File: src/rtl/alu_defs.sv
// Shared execute-stage definitions: multiplier FSM states and the widened
// 3-bit ALU result-type codes that select the multiplier product halves.
package alu_defs;

    typedef enum logic [1:0] {
        MUL_IDLE = 2'd0,
        MUL_CALC = 2'd1,
        MUL_DONE = 2'd2
    } mul_state_t;

    localparam int RES_SEL_W = 3;

    parameter logic [RES_SEL_W-1:0] RES_MUL_LO = 3'd4;
    parameter logic [RES_SEL_W-1:0] RES_MUL_HI = 3'd5;

endpackage

File: src/rtl/alu_mul_seq.sv
// Iterative radix-2 shift-add multiplier with start/busy/done handshake.
// Build option ALU_MUL_SIGNED_EN adds the is_signed port (sign-magnitude signed multiply).
module alu_mul_seq
    import alu_defs::*;
#(
    parameter int WIDTH = 32,
    parameter int CNT_W = $clog2(WIDTH) + 1
) (
    input  logic             clk,
    input  logic             rst,
    input  logic             start,
`ifdef ALU_MUL_SIGNED_EN
    input  logic             is_signed,
`endif
    input  logic [WIDTH-1:0] op_a,
    input  logic [WIDTH-1:0] op_b,
    output logic             busy,
    output logic             done,
    output logic [WIDTH-1:0] result_lo,
    output logic [WIDTH-1:0] result_hi
);

    localparam logic [CNT_W-1:0] CNT_LOAD = CNT_W'(WIDTH);
    localparam logic [CNT_W-1:0] CNT_ONE  = CNT_W'(1);

    function automatic logic [2*WIDTH-1:0] neg_2w(input logic [2*WIDTH-1:0] v);
        return ~v + (2*WIDTH)'(1);
    endfunction

    mul_state_t           state_q, state_d;
    logic [CNT_W-1:0]     cnt_q, cnt_d;
    logic [WIDTH-1:0]     mcand_q, mcand_d;
    logic [WIDTH-1:0]     mplier_q, mplier_d;
    logic [WIDTH-1:0]     acc_q, acc_d;
    logic [WIDTH-1:0]     res_lo_q, res_lo_d;
    logic [WIDTH-1:0]     res_hi_q, res_hi_d;

    logic [WIDTH-1:0]     a_cap_s, b_cap_s;
    logic [WIDTH-1:0]     addend_s;
    logic [WIDTH:0]       sum_s;
    logic [2*WIDTH-1:0]   prod_s;
    logic [2*WIDTH-1:0]   final_s;
    logic                 accept_s;

`ifdef ALU_MUL_SIGNED_EN
    logic                 sign_q, sign_d;
    logic                 sign_cap_s;

    function automatic logic [WIDTH-1:0] mag_w(input logic [WIDTH-1:0] v);
        return v[WIDTH-1] ? (~v + WIDTH'(1)) : v;
    endfunction

    // Operands enter the shift-add core as magnitudes; the sign is re-applied at the end.
    always_comb begin
        a_cap_s    = op_a;
        b_cap_s    = op_b;
        sign_cap_s = 1'b0;
        if (is_signed) begin
            a_cap_s    = mag_w(op_a);
            b_cap_s    = mag_w(op_b);
            sign_cap_s = op_a[WIDTH-1] ^ op_b[WIDTH-1];
        end else begin
            sign_cap_s = 1'b0;
        end
    end
`else
    assign a_cap_s = op_a;
    assign b_cap_s = op_b;
`endif

    // Datapath step: the WIDTH+1-bit sum keeps the carry that the right shift pulls into the accumulator.
    always_comb begin
        addend_s = mplier_q[0] ? mcand_q : {WIDTH{1'b0}};
        sum_s    = {1'b0, acc_q} + {1'b0, addend_s};
        prod_s   = {sum_s, mplier_q[WIDTH-1:1]};
`ifdef ALU_MUL_SIGNED_EN
        if (sign_q) begin
            final_s = neg_2w(prod_s);
        end else begin
            final_s = prod_s;
        end
`else
        final_s = prod_s;
`endif
    end

    assign accept_s = start && ((state_q == MUL_IDLE) || (state_q == MUL_DONE));

    // Next-state and register-update logic.
    always_comb begin
        state_d  = state_q;
        cnt_d    = cnt_q;
        mcand_d  = mcand_q;
        mplier_d = mplier_q;
        acc_d    = acc_q;
        res_lo_d = res_lo_q;
        res_hi_d = res_hi_q;
`ifdef ALU_MUL_SIGNED_EN
        sign_d   = sign_q;
`endif
        case (state_q)
            MUL_IDLE, MUL_DONE: begin
                if (accept_s) begin
                    state_d  = MUL_CALC;
                    cnt_d    = CNT_LOAD;
                    mcand_d  = a_cap_s;
                    mplier_d = b_cap_s;
                    acc_d    = {WIDTH{1'b0}};
`ifdef ALU_MUL_SIGNED_EN
                    sign_d   = sign_cap_s;
`endif
                end else begin
                    state_d  = MUL_IDLE;
                end
            end
            MUL_CALC: begin
                acc_d    = prod_s[2*WIDTH-1:WIDTH];
                mplier_d = prod_s[WIDTH-1:0];
                cnt_d    = cnt_q - CNT_ONE;
                if (cnt_q == CNT_ONE) begin
                    state_d  = MUL_DONE;
                    res_lo_d = final_s[WIDTH-1:0];
                    res_hi_d = final_s[2*WIDTH-1:WIDTH];
                end else begin
                    state_d  = MUL_CALC;
                end
            end
            default: begin
                state_d = MUL_IDLE;
            end
        endcase
    end

    // State and datapath registers with synchronous reset.
    always_ff @(posedge clk) begin
        if (rst) begin
            state_q  <= MUL_IDLE;
            cnt_q    <= {CNT_W{1'b0}};
            mcand_q  <= {WIDTH{1'b0}};
            mplier_q <= {WIDTH{1'b0}};
            acc_q    <= {WIDTH{1'b0}};
            res_lo_q <= {WIDTH{1'b0}};
            res_hi_q <= {WIDTH{1'b0}};
`ifdef ALU_MUL_SIGNED_EN
            sign_q   <= 1'b0;
`endif
        end else begin
            state_q  <= state_d;
            cnt_q    <= cnt_d;
            mcand_q  <= mcand_d;
            mplier_q <= mplier_d;
            acc_q    <= acc_d;
            res_lo_q <= res_lo_d;
            res_hi_q <= res_hi_d;
`ifdef ALU_MUL_SIGNED_EN
            sign_q   <= sign_d;
`endif
        end
    end

    assign busy      = (state_q == MUL_CALC);
    assign done      = (state_q == MUL_DONE);
    assign result_lo = res_lo_q;
    assign result_hi = res_hi_q;

endmodule

File: config.mk
export PLATFORM = sky130hd
export DESIGN_NAME = alu_mul_seq
export DESIGN_NICKNAME = d
export VERILOG_FILES = /design/src/rtl/alu_defs.sv /design/src/rtl/alu_mul_seq.sv
export SDC_FILE = /design/constraint.sdc
export NUM_CORES = 1
export LEC_CHECK = 0
export ABC_AREA = 1
export BUFFER_PORTS_ARGS = -buffer_cell sky130_fd_sc_hd__buf_4
export CORE_MARGIN = 8
export CORE_UTILIZATION = 60
export DETAILED_ROUTE_END_ITERATION = 16
export HOLD_SLACK_MARGIN = 0.15
export PLACE_DENSITY = 0.91
export SYNTH_ARGS = -nofsm -noshare
export SYNTH_HDL_FRONTEND = slang
export SYNTH_SLANG_ARGS = --single-unit
File: constraint.sdc
create_clock -name clk -period 6.6 [get_ports clk]
set_input_delay 1.32 -clock clk [delete_from_list [all_inputs] [get_ports clk]]
set_output_delay 1.32 -clock clk [all_outputs]
set_load 0.005 [all_outputs]
==> Yosys cells after proc, flatten, opt, wreduce, memory -nomap -nowiden <==
Cells that the tools add are included.
{ "classes": {"eq_ne": 4, "add_sub_neg": 2, "n_mux": 10, "n_reduce_logical": 8} }
{ "op_table": {"columns": ["operator", "count"], "rows": [
  ["32-bit case mux with 2 select lines", 2],
  ["32-bit 2-to-1 mux", 3],
  ["32-bit by 32-bit adder with 33-bit output", 1],
  ["6-bit case mux with 2 select lines", 1],
  ["6-bit by 1-bit equality test with 1-bit output, second input constant", 1],
  ["6-bit 2-to-1 mux", 1],
  ["2-bit AND reduction", 3],
  ["6-bit by 1-bit subtractor with 6-bit output, second input constant", 1],
  ["2-bit case mux with 2 select lines", 1],
  ["2-bit by 1-bit equality test with 1-bit output, second input constant", 1],
  ["2-bit equality test, second input constant", 1],
  ["2-bit zero test", 1],
  ["2-bit 2-to-1 mux", 1],
  ["2-bit inequality test, second input constant", 1],
  ["2-bit nonzero test", 1],
  ["2-bit OR reduction", 1],
  ["1-bit logical AND", 1],
  ["1-bit logical OR", 1],
  ["1-bit 2-to-1 mux", 1]
]} }
{ "word_totals": {"register_bits": 168, "output_inout_bits": 66} }

==> Longest topological paths before layout <==
Gate-level depths: netlist (run 1).
{ "logic_depth": {"ltp_word": 5, "ltp_mapped": 21} }

==> Worst setup path before layout (run 1) <==
OpenSTA, ideal clock, no wires.
{ "synth_path": {"path_type": "reg-to-reg", "startpoint": "reg mplier_q[0]", "endpoint": "reg res_hi_q[23], in the netlist result_hi[23]", "synth_period_minus_slack_ns": 2.423, "setup_slack_ns": 4.177, "stages_incl_launch_ff": 22, "arrival_time_ns": 2.314, "t_required_ns": 6.491, "path_cell_list": "dfxtp_1 -> clkbuf_1 -> clkbuf_1 -> nand2_1 -> inv_1 -> ha_1 -> inv_1 -> fa_1 -> inv_1 -> nand3_1 -> nand2_2 -> nand2_1 -> nand2_1 -> nand2_1 -> nand2_2 -> nand2_2 -> nand2_1 -> nand2_1 -> nand2_1 -> nand2_1 -> nand2_1 -> inv_1"} }
{ "synth_between": {"elab_chain_len": 2} }
{ "synth_lines": {"columns": ["item", "line_no", "rtl"], "rows": [
  ["start: declaration", "alu_mul_seq.sv:33", "logic [WIDTH-1:0] mplier_q, mplier_d;"],
  ["start signal: assignment", "alu_mul_seq.sv:140", "mplier_q <= {WIDTH{1'b0}};"],
  ["start signal: assignment", "alu_mul_seq.sv:151", "mplier_q <= mplier_d;"],
  ["32-bit 2-to-1 mux", "alu_mul_seq.sv:73", "addend_s = mplier_q[0] ? mcand_q : {WIDTH{1'b0}};"],
  ["32-bit by 32-bit adder with 33-bit output", "alu_mul_seq.sv:74", "sum_s = {1'b0, acc_q} + {1'b0, addend_s};"],
  ["end signal: assignment", "alu_mul_seq.sv:143", "res_hi_q <= {WIDTH{1'b0}};"],
  ["end signal: assignment", "alu_mul_seq.sv:154", "res_hi_q <= res_hi_d;"],
  ["end: declaration", "alu_mul_seq.sv:36", "logic [WIDTH-1:0] res_hi_q, res_hi_d;"]
]} }
Every way passes these cells.
A chain may end at the register's enable or synchronous reset.

==> Worst setup path in the final report (run 1) <==
{ "layout_path": {"startpoint": "reg state_q[0]", "endpoint": "reg res_lo_q[0], in the netlist result_lo[0]"} }
{ "layout_between": {"elab_chain_len": 2} }
{ "layout_lines": {"columns": ["item", "line_no", "rtl"], "rows": [
  ["start: declaration", "alu_mul_seq.sv:30", "mul_state_t state_q, state_d;"],
  ["start signal: assignment", "alu_mul_seq.sv:148", "state_q <= state_d;"],
  ["2-bit by 1-bit equality test with 1-bit output", "alu_mul_seq.sv:101", "case (state_q)"],
  ["2-bit AND reduction (no source line)", null, null],
  ["end signal: assignment", "alu_mul_seq.sv:142", "res_lo_q <= {WIDTH{1'b0}};"],
  ["end signal: assignment", "alu_mul_seq.sv:153", "res_lo_q <= res_lo_d;"],
  ["end: declaration", "alu_mul_seq.sv:35", "logic [WIDTH-1:0] res_lo_q, res_lo_d;"]
]} }
Every way passes these cells.

==> flow_metrics.py, run 1 <==
metrics = {
    "outcome": {
        "status": "complete, no violations",
    },
    "finish": {
        "multi_input_area_um2": 4450,
        "fin_cells": 1675,
        "n_antenna_cell": 0,
        "ff_latch_area_um2": 3360,
        "fillers": 1209,
        "area_growth_pct": 17.8,
        "drive_above_1_share_pct": 13.3,
        "nets": 1581,
    },
    "route": {
        "vias_per_cell": 5.33,
        "route.final.wire_length_um": 25200,
        "vias": 8931,
        "ant_nets": 0,
        "drt-initial-drc-count": 764,
        "dr.pass1.iters": 6,
        "wl_per_cell_um": 15.0,
        "drc_errors": 0,
    },
    "yosys": {
        "synth_cell_types": 36,
        "synthArstFlopShare_pct": 0,
        "yosys-top-cells-area": "dfxtp_1 (38%), nand2_1 (18%), inv_1 (8.4%)",
        "synth_top_area_cell": "dfxtp_1",
        "synth_most_common_cell": "nand2_1",
        "synth_warnings": 0,
        "synth_fp_nets": 1482,
        "ys_seq_area_share_pct": 38.0,
        "syn_area_um2": 8850,
        "synth-edff-count": 0,
        "syn_inst": 1380,
        "synth_ff_type": "dfxtp_1",
        "yosys-top-cells-count": "nand2_1 (436), inv_1 (199), nor2_1 (196)",
        "synth_top_area_share_pct": 38.0,
        "avgSynthCellArea_um2": 6.41,
        "synth_seq_cells": 168,
    },
    "placement": {
        "dpl.hpwl_um": 17400,
        "port_buffers": 132,
        "dpl.cell_count": 1644,
        "gp_congestion": 0.927,
    },
    "min_path": {
        "min_path_type": "reg2reg",
        "hp-start": "acc_q[29]$_SDFFE_PP0P_",
    },
    "floorplan": {
        "floorplan.initialDensity_pct": 61.1,
        "die_width_um": 137,
        "die_area_um2": 18900,
        "num_rows": 44,
        "core_area_um2": 14500,
        "dieHeight_um": 137,
        "io_pins": 133,
    },
    "pwr": {
        "leakage_nw": 5.58,
        "power_mw": 2.31,
        "p_per_area_nw_per_um2": 222,
        "ir_worst_vdd_v": 0.000178,
    },
    "grt": {
        "grt_start_max_net_pins": 73,
        "grt_overflow": 0,
        "grt_usage_pct": 27.0,
        "antenna_found_initial": 0,
        "grt_pass1_wl_um": 40600,
        "grt_pass1_vias": 8660,
    },
    "critical_path": {
        "start_kind": "flip-flop",
        "critPathSlowestCell": "nor2_4",
        "cp.required_ns": 6.96,
        "crit_chain": "inv_2 -> nor2_4 -> buf_4 -> inv_4 -> nor2_4 -> inv_2 -> nor2_4 -> inv_2 -> o21ai_0",
        "critical_path_class": "reg2reg",
        "cp_max_fo": 57,
        "end_kind": "flip-flop",
        "slowest_delay_ns": 0.85,
        "critical_path_arrival_ns": 3.62,
        "critPathLaunch": "state_q[0]$_SDFF_PP0_",
        "r2r-start": "state_q[0]$_SDFF_PP0_",
    },
    "clock_network": {
        "post_cts_buffers": 0,
        "cts_hold_buf": 0,
        "htreeDepth": 4,
        "cts_sinks": 168,
        "cts_buffers": 17,
        "cts_resized": 0,
        "clockRootBuffer": "clkbuf_16",
        "cts_buffer_depth": 2,
        "tritoncts": "done",
        "clk_pin_slew_ns": 0.07,
        "insertion_delay_ns": 0.44,
    },
    "timing": {
        "rsz0062_at_grt": "no",
        "hold_viol": 0,
        "skew_ns": 0.0105,
        "fin_crit_ns": 3.26,
        "fin_setup_tns_ns": 0,
        "max_clock_freq_mhz": 306,
        "drv_slew": 0,
        "worst_pin_slew_ns": 1.17,
        "period_share_pct": 49.5,
        "finalSetupViolCount": 0,
        "slew_headroom_pct": 21.9,
    },
    "job": {
        "cap_violations": 0,
    },
}
[power breakdown]
part           total, mW  leakage, nW  internal [mW]  switching (mW)
Sequential          1.09         1.37           1.06          0.0319
Clock              0.976        0.267          0.555           0.421
Combinational      0.244         3.95         0.0907           0.153
[metal layers]
layer | global-route usage [%] | wire, um
met1 | 32.1 | 10500
met2 | 44.2 | 11800
met3 | 6.67 | 2000
met4 | 13.9 | 919
met5 | 0 | 0
[cells in the final DEF, fill, tap and decap left out, types with 7 or more instances in the layout]
master,netlist,final
nand2_1,436,436
ha_1,34,34
xor2_1,12,12
o21ai_1,20,20
o21ai_0,48,48
buf_4,2,137
nor2_1,196,196
nor3_1,7,7
a31oi_1,16,16
nand2_2,9,9
inv_1,199,199
a21oi_1,56,56
clkbuf_16,0,17
dfxtp_1,168,168
nand3_1,64,64
a221oi_1,17,17
inv_2,9,10
[stage by stage]
| step | setup WS [ns] | cell area, um^2 | util [%] | hold WS (ns) |
|---|---|---|---|---|
| 3_3_place_gp | 3.13 | 9870 | 68.1 | 0.453 |
| 4_1_cts | 3.34 | 10400 | 72.0 | 0.472 |
| 2_1_floorplan | 4.18 | 8850 | - | 0.439 |
| 3_5_place_dp | 3.02 | 9870 | 68.1 | 0.462 |
| 5_1_grt | 3.12 | 10400 | 72.0 | 0.483 |
| 6_report | 3.34 | 10400 | 72.0 | 0.471 |
[sequential cells by signal, summed over array words and instances, names as in the netlist]
register and cells:
result_hi 32, mcand_q 32, mplier_q 32, acc_q 32
cnt_q 6, result_lo 32, state_q 2
[cell families (layout without fill, tap and decap cells)]
kind of cell | Yosys count | count (layout) | share of synthesized area [%]
compound gates | 165 | 165 | 10.5
xor+xnor | 15 | 15 | 1.65
fa+ha+maj | 35 | 35 | 5.03
buf+inv | 267 | 378 | 11.7
flops | 168 | 168 | 38.0
simple gates | 730 | 730 | 33.1
[worst max-delay path: cells and delay by family, from the launching register on]
family | cells | cell delay, ns
AND/OR/NAND/NOR | 3 | 1.40
buffers and inverters | 5 | 1.20
flip-flops | 1 | 0.34
AO/OA/AOI/OAI | 1 | 0.21
[area by class of cell]
| class | count | area share [%] |
|---|---|---|
| multi-input combinational | 945 | 42.7 |
| inverter | 210 | 7.58 |
| tap | 184 | 2.21 |
| sequential | 168 | 32.3 |
| clock buffer | 20 | 4.19 |
| clock inverter | 11 | 1.19 |
| timing repair buffer | 137 | 9.86 |
[path summary, 6_finish.rpt]
check                                            endpoint  slack (ns)  cells past startpoint
worst max-delay path            result_lo[0]$_SDFFE_PP0P_        3.34                      9
worst max register to register  result_lo[0]$_SDFFE_PP0P_        3.34                      9
worst min-delay path               acc_q[29]$_SDFFE_PP0P_        0.47                      2
worst min register to register     acc_q[29]$_SDFFE_PP0P_        0.47                      2
(Power assumes the default switching activity.)
==> run 2, diff against run 1 <==
--- a/config.mk
+++ b/config.mk
@@ -5,13 +5,13 @@
 export SDC_FILE = /design/constraint.sdc
 export NUM_CORES = 1
 export LEC_CHECK = 0
-export ABC_AREA = 1
+export ABC_AREA = 0
 export BUFFER_PORTS_ARGS = -buffer_cell sky130_fd_sc_hd__buf_4
 export CORE_MARGIN = 8
-export CORE_UTILIZATION = 60
+export CORE_UTILIZATION = 51
 export DETAILED_ROUTE_END_ITERATION = 16
 export HOLD_SLACK_MARGIN = 0.15
-export PLACE_DENSITY = 0.91
+export PLACE_DENSITY = 0.84
 export SYNTH_ARGS = -nofsm -noshare
 export SYNTH_HDL_FRONTEND = slang
 export SYNTH_SLANG_ARGS = --single-unit
==> constraint.sdc (replaced) <==
create_clock -name clk -period 2.75 [get_ports clk]
set_input_delay 0.55 -clock clk [delete_from_list [all_inputs] [get_ports clk]]
set_output_delay 0.55 -clock clk [all_outputs]
set_load 0.005 [all_outputs]
==> flow_metrics.py, run 2 <==
metrics = {
    "critical_path": {
        "critPathSlowestCell": "or4_1",
        "critical_path_class": "reg2reg",
        "path_buf_inv": 1,
        "end_kind": "flip-flop",
        "worst-path-stages": 12,
        "crit_chain": "and2_4 -> ha_4 -> inv_1 -> fa_2 -> nor2b_4 -> o2111ai_4 -> a21oi_4 -> nor3_4 -> nor4bb_4 -> o32ai_2 -> or4_1 -> o311ai_1",
        "cp_max_fo": 6,
        "cp.required_ns": 3.07,
        "critical_path_arrival_ns": 3.19,
        "reg2regPathDepth": 12,
        "slowest_delay_ns": 0.49,
        "start_kind": "flip-flop",
        "cp_top_family": "simple AND/OR/NAND/NOR gates",
    },
    "timing": {
        "rsz0062_at_grt": "yes",
        "setup_ws_ns": -0.121,
        "drv_slew": 0,
        "skew_ns": 0.00728,
        "max_clock_freq_mhz": 348,
        "period_share_pct": 104,
        "finalSetupViolCount": 16,
        "fin_hold_ws_ns": 0.372,
        "fin_crit_ns": 2.87,
        "fin_setup_tns_ns": -0.911,
        "hold_viol": 0,
        "worst_pin_slew_ns": 0.633,
        "slew_headroom_pct": 57.4,
    },
    "pwr": {
        "p_int_mw": 3.89,
        "netSwitchingFraction_pct": 25.4,
        "ir_worst_vdd_v": 0.000429,
        "leakage_nw": 4.41,
        "p_per_area_nw_per_um2": 493,
        "power_frac_seq_pct": 49.4,
        "power.switching_mw": 1.32,
        "p_comb_share_pct": 9.8,
        "clkPwrFrac_pct": 40.8,
    },
    "yosys": {
        "synth_seq_cells": 168,
        "syn_area_um2": 7860,
        "synth_most_common_cell": "nand2_1",
        "synth_cell_types": 60,
        "yosys-top-cells-area": "dfxtp_1 (43%), nand2_1 (12%), a21oi_1 (9.7%)",
        "synth-edff-count": 0,
        "synth_fp_nets": 1087,
        "synthArstFlopShare_pct": 0,
        "syn_inst": 985,
        "synth_ff_type": "dfxtp_1",
        "synth_top_area_share_pct": 42.8,
        "synth_top_area_cell": "dfxtp_1",
        "yosys-top-cells-count": "nand2_1 (242), dfxtp_1 (168), a21oi_1 (153)",
        "ys_seq_area_share_pct": 42.8,
        "synth_warnings": 0,
        "avgSynthCellArea_um2": 7.98,
    },
    "grt": {
        "grt_start_max_net_pins": 102,
        "antenna_found_initial": 0,
        "grt_overflow": 0,
        "grt_usage_pct": 22.8,
        "grt_pass1_vias": 7370,
        "grt_pass1_wl_um": 36900,
    },
    "finish": {
        "layout_commonest_cell": "nand2_1",
        "n_antenna_cell": 0,
        "fillers": 1219,
        "area_growth_pct": 34.5,
        "post-route-util_pct": 69.8,
        "nets": 1273,
        "final_cell_mix": "nand2_1 (237), buf_4 (222), dfxtp_1 (167)",
        "drive_above_1_share_pct": 27.6,
    },
    "route": {
        "route.final.wire_length_um": 22800,
        "drt-initial-drc-count": 526,
        "wl_per_cell_um": 16.7,
        "dr.pass1.iters": 5,
        "vias": 7730,
        "vias_per_cell": 5.64,
        "ant_nets": 0,
        "drc_errors": 0,
    },
    "clock_network": {
        "cts_buffers": 17,
        "cts_hold_buf": 0,
        "htreeDepth": 4,
        "cts_sinks": 168,
        "cts_buffer_depth": 2,
        "clk_pin_slew_ns": 0.06,
        "insertion_delay_ns": 0.42,
        "clockRootBuffer": "clkbuf_16",
        "tritoncts": "done",
    },
    "floorplan": {
        "core_area_um2": 15100,
        "dieHeight_um": 140,
        "floorplan.initialDensity_pct": 51.9,
        "die_width_um": 140,
        "io_pins": 133,
        "num_rows": 45,
        "die_area_um2": 19600,
    },
    "outcome": {
        "violations": "negative setup slack",
        "status": "finished, violations left",
    },
    "placement": {
        "dpl.hpwl_um": 15900,
        "port_buffers": 132,
        "gp_congestion": 0.912,
    },
    "min_path": {
        "hold_depth": 3,
        "min_path_type": "in2reg",
    },
    "job": {
        "cap_violations": 0,
    },
}
[run 2: changes by cell type in the layout (fill, tap and decap cells not counted), sizes merged, moves of 48 or more]
cell	change
a21oi	+97
a22oi	+48
buf	+91
inv	-197
nand2	-203
nand3	-54
nor2	-154
o21ai	-50
[run 2: final timing paths]
kind	end	slack (ns)	startpoint
max	result_hi[23]$_SDFFE_PP0P_	-0.12	mplier_q[0]$_SDFFE_PP0P_
min	mcand_q[8]$_SDFFE_PP0P_	0.37	op_a[8]
max reg2reg	result_hi[23]$_SDFFE_PP0P_	-0.12	mplier_q[0]$_SDFFE_PP0P_
min reg2reg	mcand_q[25]$_SDFFE_PP0P_	0.45	mcand_q[25]$_SDFFE_PP0P_
[run 2: logic make-up (layout without fill, tap and decap cells)]
logic type,after synthesis,after routing,synth area share [%]
compound gates,289,289,22.9
xor+xnor,25,25,2.78
fa+ha+maj,35,35,5.67
buf+inv,76,273,3.63
flops,168,168,42.8
mux,2,2,0.271
simple gates,390,390,21.9
[run 2: area by class of cell]
type                    count  area (um^2)  area share, %
inverters                  15         56.3          0.532
repair buffers            228         1760           16.6
clock buffers              23          458           4.33
multi-input cells         741         4650           44.0
clock inverters             7         50.0          0.473
flip-flops and latches    168         3370           31.8
well taps                 188          235           2.22
[run 2: routing by layer]
layer,track usage (%),vias to the layer above,wire [um]
met3,5.78,32,1250
li1,-,3800,-
met2,38.6,236,11400
met5,0,-,0
met1,27.8,3662,9740
met4,7.03,0,450
[run 2: worst reg2reg max path, delay by kind of cell, from the launching register on]
| family | cells | cell delay, ns |
|---|---|---|
| fa+ha+maj | 2 | 0.48 |
| flops | 1 | 0.41 |
| simple gates | 5 | 1.23 |
| buf+inv | 1 | 0.05 |
| compound gates | 4 | 0.60 |
[run 2: stage by stage]
stage	setup slack [ns]	area, um^2	total power [mW]	instances
2_1_floorplan	-0.0895	7910	2.90	985
3_3_place_gp	-0.243	9590	3.09	1328
3_5_place_dp	-0.375	9590	3.11	1328
4_1_cts	-0.132	10400	5.22	1366
5_1_grt	-0.235	10600	5.41	1370
6_report	-0.121	10600	5.22	1370
[run 2: timing repair]
item,in CTS,in global routing
endpoints found under the setup margin,32,37
pin swaps,20,22
buffers inserted,8,4
resized for setup,38,34
[run 2: power by group through the flow]
stage / combinational (mW) / clock (mW) / sequential [mW]
floorplan: 0.289 / 0 / 2.61
global placement: 0.469 / 0 / 2.63
detailed placement: 0.480 / 0 / 2.63
CTS: 0.501 / 2.15 / 2.57
global route: 0.562 / 2.27 / 2.58
finish: 0.511 / 2.13 / 2.57
==> run 3, diff against run 2 <==
--- a/config.mk
+++ b/config.mk
@@ -7,8 +7,10 @@
 export LEC_CHECK = 0
 export ABC_AREA = 0
 export BUFFER_PORTS_ARGS = -buffer_cell sky130_fd_sc_hd__buf_4
+export CORE_ASPECT_RATIO = 0.75
 export CORE_MARGIN = 8
 export CORE_UTILIZATION = 51
+export CTS_CLUSTER_SIZE = 8
 export DETAILED_ROUTE_END_ITERATION = 16
 export HOLD_SLACK_MARGIN = 0.15
 export PLACE_DENSITY = 0.84
==> flow_metrics.py, run 3 (synthesis gave the netlist of run 2 again) <==
metrics = {
    "min_path": {
        "min_path_type": "in2reg",
        "holdPathEnd": "mcand_q[24]$_SDFFE_PP0P_",
        "hold_depth": 3,
        "hp-start": "op_a[24]",
    },
    "grt": {
        "grt_usage_pct": 22.4,
        "antenna_found_initial": 0,
        "grt_start_max_net_pins": 59,
        "grt_pass1_wl_um": 36300,
        "grt_pass1_vias": 7149,
        "grt_overflow": 0,
    },
    "timing": {
        "hold_viol": 0,
        "max_clock_freq_mhz": 346,
        "fin_crit_ns": 2.89,
        "fin_hold_ws_ns": 0.365,
        "period_share_pct": 105,
        "rsz0062_at_grt": "yes",
        "setup_ws_ns": -0.136,
        "worst_pin_slew_ns": 0.588,
        "drv_slew": 0,
        "finalSetupViolCount": 9,
        "skew_ns": 0.00796,
        "slew_headroom_pct": 60.4,
    },
    "critical_path": {
        "end_kind": "flip-flop",
        "r2r_slack_ns": -0.14,
        "reg2regPathDepth": 12,
        "start_kind": "flip-flop",
        "critical_path_arrival_ns": 3.19,
        "cp.required_ns": 3.06,
        "cp_max_fo": 8,
        "critical_path_class": "reg2reg",
        "r2r-end": "acc_q[27]$_SDFFE_PP0P_",
        "r2r-start": "mplier_q[0]$_SDFFE_PP0P_",
    },
    "clock_network": {
        "tritoncts": "done",
        "cts_buffer_depth": 2,
        "cts_buffers": 17,
        "cts_sinks": 168,
        "clockRootBuffer": "clkbuf_16",
        "clk_pin_slew_ns": 0.06,
        "cts_hold_buf": 0,
        "insertion_delay_ns": 0.43,
        "htreeDepth": 4,
    },
    "job": {
        "cap_violations": 0,
    },
    "floorplan": {
        "core_area_um2": 15200,
        "dieHeight_um": 124,
        "die_width_um": 159,
        "floorplan.initialDensity_pct": 51.8,
        "io_pins": 133,
        "die_area_um2": 19700,
        "num_rows": 39,
    },
    "finish": {
        "fillers": 1157,
        "final_cell_mix": "nand2_1 (237), buf_4 (218), dfxtp_1 (167)",
        "area_growth_pct": 36.7,
        "post-route-util_pct": 70.8,
        "nets": 1271,
        "n_antenna_cell": 0,
        "layout_commonest_cell": "nand2_1",
        "drive_above_1_share_pct": 28.5,
    },
    "route": {
        "route.final.wire_length_um": 23300,
        "drt-initial-drc-count": 765,
        "vias": 7810,
        "wl_per_cell_um": 16.8,
        "dr.pass1.iters": 7,
        "drc_errors": 0,
        "vias_per_cell": 5.63,
        "ant_nets": 0,
    },
    "pwr": {
        "leakage_nw": 4.49,
        "ir_worst_vdd_v": 0.000372,
        "p_per_area_nw_per_um2": 508,
    },
    "placement": {
        "dpl.hpwl_um": 15900,
        "gp_congestion": 0.948,
        "port_buffers": 132,
    },
    "outcome": {
        "status": "finished, violations left",
        "violations": "negative setup slack",
    },
}
run 3: changes by cell type in the layout (fill, tap and decap cells not counted), moves of 2 or more:
cell / delta
buf_4: -4
buf_6: +3
bufinv_16: +2
clkbuf_1: -4
ha_1: -3
ha_4: +4
nand3_1: -2
nand3_2: +2
run 3: what timing repair did:
item | CTS | global route
gates resized for setup | 52 | 35
buffers inserted | 9 | 6
pin swaps | 22 | 32
endpoints found under the setup margin | 30 | 31
endpoints found under the hold margin | 0 | 0
run 3: worst max-delay path, cell delays in order, from the launching register on:
cell	delay [ns]
dfxtp_4	0.37
buf_6	0.14
and2_4	0.16
ha_4	0.15
a21o_1	0.16
a211o_1	0.31
or2_4	0.27
nor3_4	0.22
nor4bb_4	0.10
buf_4	0.16
o32a_4	0.42
a311oi_2	0.21
o31ai_1	0.08
run 3: cell type report:
| class | instances | area, um^2 | share of cell area [%] |
|---|---|---|---|
| Clock inverter | 11 | 124 | 1.15 |
| Clock buffer | 20 | 457 | 4.25 |
| Multi-Input combinational cell | 741 | 4750 | 44.2 |
| Sequential cell | 168 | 3370 | 31.3 |
| Tap cell | 205 | 256 | 2.39 |
| Timing Repair Buffer | 226 | 1740 | 16.2 |
| Inverter | 15 | 56.3 | 0.524 |
run 3: power breakdown:
group / internal (mW) / total, mW / switching [mW]
combinational: 0.210 / 0.517 / 0.306
clock: 1.38 / 2.37 / 0.994
sequential: 2.52 / 2.57 / 0.0576
total: 4.11 / 5.46 / 1.36
run 3: routing by layer:
layer | global-route usage [%] | up-vias | part of all wire, %
li1 | - | 3801 | -
met1 | 29.2 | 3723 | 46
met2 | 36.7 | 256 | 47
met3 | 5.56 | 30 | 5.9
met4 | 6.46 | 0 | 1.2
met5 | 0 | - | 0
run 3: how the worst max path moves through the flow:
stage                              from                         end  slack (ns)  cells past startpoint
6_report       mplier_q[0]$_SDFFE_PP0P_      acc_q[27]$_SDFFE_PP0P_       -0.14                     12
5_1_grt        mplier_q[0]$_SDFFE_PP0P_      acc_q[27]$_SDFFE_PP0P_       -0.23                     14
4_1_cts        mplier_q[0]$_SDFFE_PP0P_      acc_q[27]$_SDFFE_PP0P_       -0.09                     11
3_5_place_dp   mplier_q[0]$_SDFFE_PP0P_      acc_q[27]$_SDFFE_PP0P_       -0.28                     11
3_3_place_gp   mplier_q[0]$_SDFFE_PP0P_      acc_q[27]$_SDFFE_PP0P_       -0.23                     11
2_1_floorplan  mplier_q[0]$_SDFFE_PP0P_  result_hi[23]$_SDFFE_PP0P_       -0.09                     13
run 3: per-stage QoR:
step | instances | setup WS, ns | setup TNS (ns) | area (um^2) | power [mW]
floorplan | 985 | -0.0895 | -0.202 | 7910 | 2.90
global placement | 1341 | -0.231 | -2.76 | 9570 | 3.10
detailed placement | 1341 | -0.284 | -4.25 | 9570 | 3.11
CTS | 1381 | -0.0876 | -0.199 | 10500 | 5.47
global route | 1386 | -0.235 | -2.19 | 10800 | 5.65
finish | 1386 | -0.136 | -0.546 | 10800 | 5.46
